`src/rtl/addr_shift_reg_pkg.sv`:
```
// addr_shift_reg_pkg: shared sizing helpers for the addressable shift register
package addr_shift_reg_pkg;
  localparam int MAX_DEPTH = 128;
  function automatic int addr_w(input int depth);
    return (depth < 2) ? 1 : $clog2(depth);
  endfunction
endpackage

```
`src/rtl/srl_lane.sv`:
```
// srl_lane: one WIDTH-bit shift lane with a dynamic tap read and a fixed last-tap read
module srl_lane
  import addr_shift_reg_pkg::*;
#(
  parameter int WIDTH = 1,
  parameter int DEPTH = 32,
  parameter logic [MAX_DEPTH-1:0] INIT = '0
) (
  input  logic                     sclk,
  input  logic                     ce,
  input  logic [WIDTH-1:0]         d,
  input  logic [addr_w(DEPTH)-1:0] sel,
  output logic [WIDTH-1:0]         q,
  output logic [WIDTH-1:0]         q_last
);
  for (genvar b = 0; b < WIDTH; b++) begin : g_bit
    logic [DEPTH-1:0] taps = INIT[DEPTH-1:0];
    // shift one bit-column; deliberately unreset so it can map onto an SRL primitive
    always_ff @(posedge sclk)
      if (ce) taps <= {taps[DEPTH-2:0], d[b]};
    assign q[b]      = taps[sel];
    assign q_last[b] = taps[DEPTH-1];
  end
endmodule

```
`src/rtl/addr_shift_reg.sv`:
```
// addr_shift_reg: LANES parallel addressable shift registers; SRL_FILL_EN adds a fill counter and q_valid
module addr_shift_reg
  import addr_shift_reg_pkg::*;
#(
  parameter int WIDTH   = 1,
  parameter int DEPTH   = 32,
  parameter int LANES   = 1,
  parameter int NEG_CLK = 0,
  parameter logic [MAX_DEPTH-1:0] INIT = '0
) (
  input  logic                     clk,
  input  logic                     rst_n,
  input  logic                     ce,
  input  logic [LANES*WIDTH-1:0]   d,
  input  logic [addr_w(DEPTH)-1:0] addr,
  output logic [LANES*WIDTH-1:0]   q,
  output logic [LANES*WIDTH-1:0]   q_last
`ifdef SRL_FILL_EN
  ,
  output logic                     q_valid
`endif
);
  localparam int AW = addr_w(DEPTH);
  logic          sclk;
  logic [AW-1:0] sel;
  assign sclk = (NEG_CLK != 0) ? ~clk : clk;
  assign sel  = (32'(addr) >= DEPTH) ? AW'(DEPTH - 1) : addr;
  for (genvar n = 0; n < LANES; n++) begin : g_lane
    srl_lane #(.WIDTH(WIDTH), .DEPTH(DEPTH), .INIT(INIT)) u_lane (
      .sclk  (sclk),
      .ce    (ce),
      .d     (d[n*WIDTH +: WIDTH]),
      .sel   (sel),
      .q     (q[n*WIDTH +: WIDTH]),
      .q_last(q_last[n*WIDTH +: WIDTH])
    );
  end
`ifdef SRL_FILL_EN
  logic [AW:0] fill;
  // saturating count of shifts since reset; reset wins over ce
  always_ff @(posedge sclk)
    if (!rst_n) fill <= '0;
    else if (ce && fill != (AW+1)'(DEPTH)) fill <= fill + 1'b1;
  assign q_valid = fill > {1'b0, sel};
`else
  logic unused_rst_n;
  assign unused_rst_n = rst_n;
`endif
endmodule
```
`config.mk`:
```
export PLATFORM = sky130hd
export DESIGN_NAME = addr_shift_reg
export DESIGN_NICKNAME = d
export VERILOG_FILES = /design/src/rtl/addr_shift_reg_pkg.sv /design/src/rtl/srl_lane.sv /design/src/rtl/addr_shift_reg.sv
export SDC_FILE = /design/constraint.sdc
export NUM_CORES = 1
export LEC_CHECK = 0
export ABC_AREA = 1
export CAP_MARGIN = 10
export CORE_ASPECT_RATIO = 1.5
export CORE_MARGIN = 8
export CORE_UTILIZATION = 55
export CTS_CLUSTER_SIZE = 20
export DETAILED_ROUTE_END_ITERATION = 6
export PLACE_DENSITY = 0.75
export SYNTH_ARGS = -nofsm -noshare
export SYNTH_HDL_FRONTEND = slang
export SYNTH_SLANG_ARGS = --single-unit
```
`constraint.sdc`:
```
create_clock -name clk -period 1.5 [get_ports clk]
set_input_delay 0.3 -clock clk [delete_from_list [all_inputs] [get_ports clk]]
set_output_delay 0.3 -clock clk [all_outputs]
set_load 0.02 [all_outputs]
```
==> results.md <==
- Clk buf depth: 2
- Synth Area in Adders: 0%
- RR Endpoint: g_lane[0].u_lane.g_bit[0].taps[15]
- Average cell area after synthesis: approximately 12 um2
- Worst-Margin Slew: 0.223 ns
- CTS tree: yes
- Reg-to-Reg Start: g_lane[0].u_lane.g_bit[0].taps[14]
- CP Max Fanout: 2
- Worst reg2reg setup slack: approximately 0.55 ns
- Clk root buf: clkbuf_4
- Hold path startpoint: g_lane[0].u_lane.g_bit[0].taps[15]
- Iter 0 DRT Violations: 77
- Violated checks: negative setup slack
- Antenna violations before repair: 0
- First-pass detailed-route iteration total: 4
- Starting density of the core: 56.4%
- Post-synth EDFFs: 32
- Max Cap Viol: 0
- Slew HR: a little under nine tenths
- Die Width: 56.2 um
- Syn nets: ~120
- Library cells used by synthesis: 10
- Crit. End Element: primary output
- Dominant synthesized flop cell: edfxtp_1
- Avg Vias per Cell: about 5.6
- Post-route clock period utilization: 114%
- # DRC: 0
- Most flops, register: g_lane.u_lane.g_bit.taps
- Final setup fails: 1
- Drt wl/cell: approximately 15 um
- Die area: 4300 um2
- Fin crit period: 1.71 ns
- Yosys Warn Count: 0
- Layout cells sized above 1: 28.5%
- Xor and xnor fraction of the mapped netlist area: 0%
- Most frequent cell after synthesis: nand2_1
- Synth top cells by count: nand2_1 (39), edfxtp_1 (32), nand3_1 (24)
- Synth area leader: edfxtp_1
- Seq/Total Area, Yosys: 71.9%
- Critical path class: flop to primary output
- Worst Hold Depth: 0
- Power density cells: 1120 nW/um2
- Post-route ant nets: 0
- Setup WS pre-CTS: -0.943 ns
- Site row count: 22
- Max VDD drop: 1.07 mV
- Area share of the largest cell type after synthesis: just over 70%
- Mux cell area share after synthesis: 0%
- Synth top area cells: edfxtp_1 (72%), nand2_1 (11%), nand3_1 (9.0%)
- Die height: 76.4 um
- Area delta synth->final: 27.5%
- Path depth of the worst reg2reg path: 2
- Max reg flops: 32
- Number of global-route vias before repair: 949
- Final worst-path setup slack: -0.206 ns
- Post-route setup TNS: -0.206 ns
- H-tree depth: 2
- First-pass GRT wire length: 4.16 mm
- Largest registers: g_lane.u_lane.g_bit.taps: 32 flops
- Post-Route WL: 2.51 mm
- FF+latch count, synth: 32
- Gpl congestion: about 0.83
- Hold path endpoint: g_lane[0].u_lane.g_bit[0].taps[16]
- Fin. Hold Viols: 0
- Post-synthesis simple-gate area fraction: 22.8%
- Diode count: 0
- Total grt overflow: 0
- Synth Cell Area: about 1300 um2
- Clk_lat worst skew: 0.34 ns
- # IOs: 11
- Synth async-reset ratio: 0%
- Synth Instances: 110
- Compound-gate portion of the synthesized area: 0%
- Largest family of logic cells by synthesized area: simple AND/OR/NAND/NOR gates
- Startpoint Class: flop
- Max Slew Vio Count: 0
- RSZ-0062 raised after global routing: yes
- Leakage: 0.000718 uW
- Clk pin slew, worst setup/hold paths: approximately 0.10 ns
- Total clock buffers created by CTS: 5
- IO Port Bufs: 9
- Arrival time of the worst setup path: between 1 and 1.5 ns
- Clock sinks: 32
- Nets: between 150 and 200
- Total vias in the final route: 949
- GRT Total Usage: 12.2%
- HP Class: flop to flop
- Status: finished, violations left
- Layout Skew: 0.0143 ns
- Detail Placement HPWL: 1.56 mm
- Worst endpoint required time: 1.20 ns
- Largest net degree at the start of global routing: 33
- Core area: 2370 um2
- Fmax: 586 MHz
## cells by family after synthesis
family                 count (synthesis)
AND/OR/NAND/NOR                       69
buffers and inverters                  9
flip-flops                            32
## area by class of cell
class | instances | area [um2]
Clock buffer | 6 | 41.3
Clock inverter | 2 | 35.0
Fill cell | 168 | 663
Inverter | 5 | 26.3
Multi-Input combinational cell | 69 | 317
Sequential cell | 32 | 961
Tap cell | 24 | 30.0
Timing Repair Buffer | 30 | 294
## worst max path at each step
stage                                                   from  end  slack (ns)  cells after the start
after floorplan                                      addr[0]    q        0.11                     11
after global placement                               addr[0]    q       -0.93                     12
after detailed placement                             addr[0]    q       -0.94                     12
after CTS                 g_lane[0].u_lane.g_bit[0].taps[30]    q       -0.21                      9
after global routing       g_lane[0].u_lane.g_bit[0].taps[3]    q       -0.33                      9
final                      g_lane[0].u_lane.g_bit[0].taps[8]    q       -0.21                      9
## per-layer routing
metal  part of all wire (%)  vias to the layer above  track usage (%)
li1                       -                      447                -
met1                     42                      442             13.7
met2                     47                       51             18.2
met3                    8.5                        9             5.33
met4                    2.6                        0             7.73
met5                      0                        -                0
## power by group
part	leakage (uW)	internal, uW	total, uW	switching, uW
Clock	0.0000422	349	624	275
Combinational	0.000362	106	208	102
Sequential	0.000313	1040	1070	29.8
## what timing repair did
item                       4_1_cts  5_1_grt
pin swaps                        8        8
resized for setup               15        3
setup endpoints to repair        2        1
hold buffers                     0        0
buffers inserted                 1        4
cloned                           1        0
## stage by stage
| stage | hold WS (ns) | instance area [um2] | power (uW) | cells | utilization [%] |
|---|---|---|---|---|---|
| after floorplan | 0.399 | 1340 | 1170 | 110 | - |
| after global placement | 0.445 | 1550 | 1270 | 154 | 65.3 |
| after detailed placement | 0.451 | 1550 | 1270 | 154 | 65.3 |
| after CTS | 0.459 | 1660 | 1900 | 164 | 70.2 |
| after global routing | 0.469 | 1700 | 1980 | 168 | 72.0 |
| final | 0.453 | 1700 | 1900 | 168 | 72.0 |
## worst max-delay path, stage by stage (launching register included)
cell      delay [ns]
edfxtp_1        0.42
nand2_2         0.08
nand3_1         0.07
nand3_1         0.10
nand2_1         0.06
nand2_1         0.06
nand2_1         0.05
nand2_1         0.06
nand2_2         0.05
buf_6           0.12
## cell usage in the layout, fill, tap and decap left out
cell,instances
buf_2,1
nand2_2,7
inv_8,1
nand3_2,2
clkdlybuf4s50_1,4
clkbuf_1,1
bufbuf_16,1
inv_1,3
edfxtp_1,32
clkinv_2,1
buf_12,2
inv_2,1
bufinv_16,1
clkbuf_4,5
buf_6,2
nand3_1,22
dlygate4sd2_1,3
buf_4,17
nand2_1,38
(Power assumes the default switching activity.)
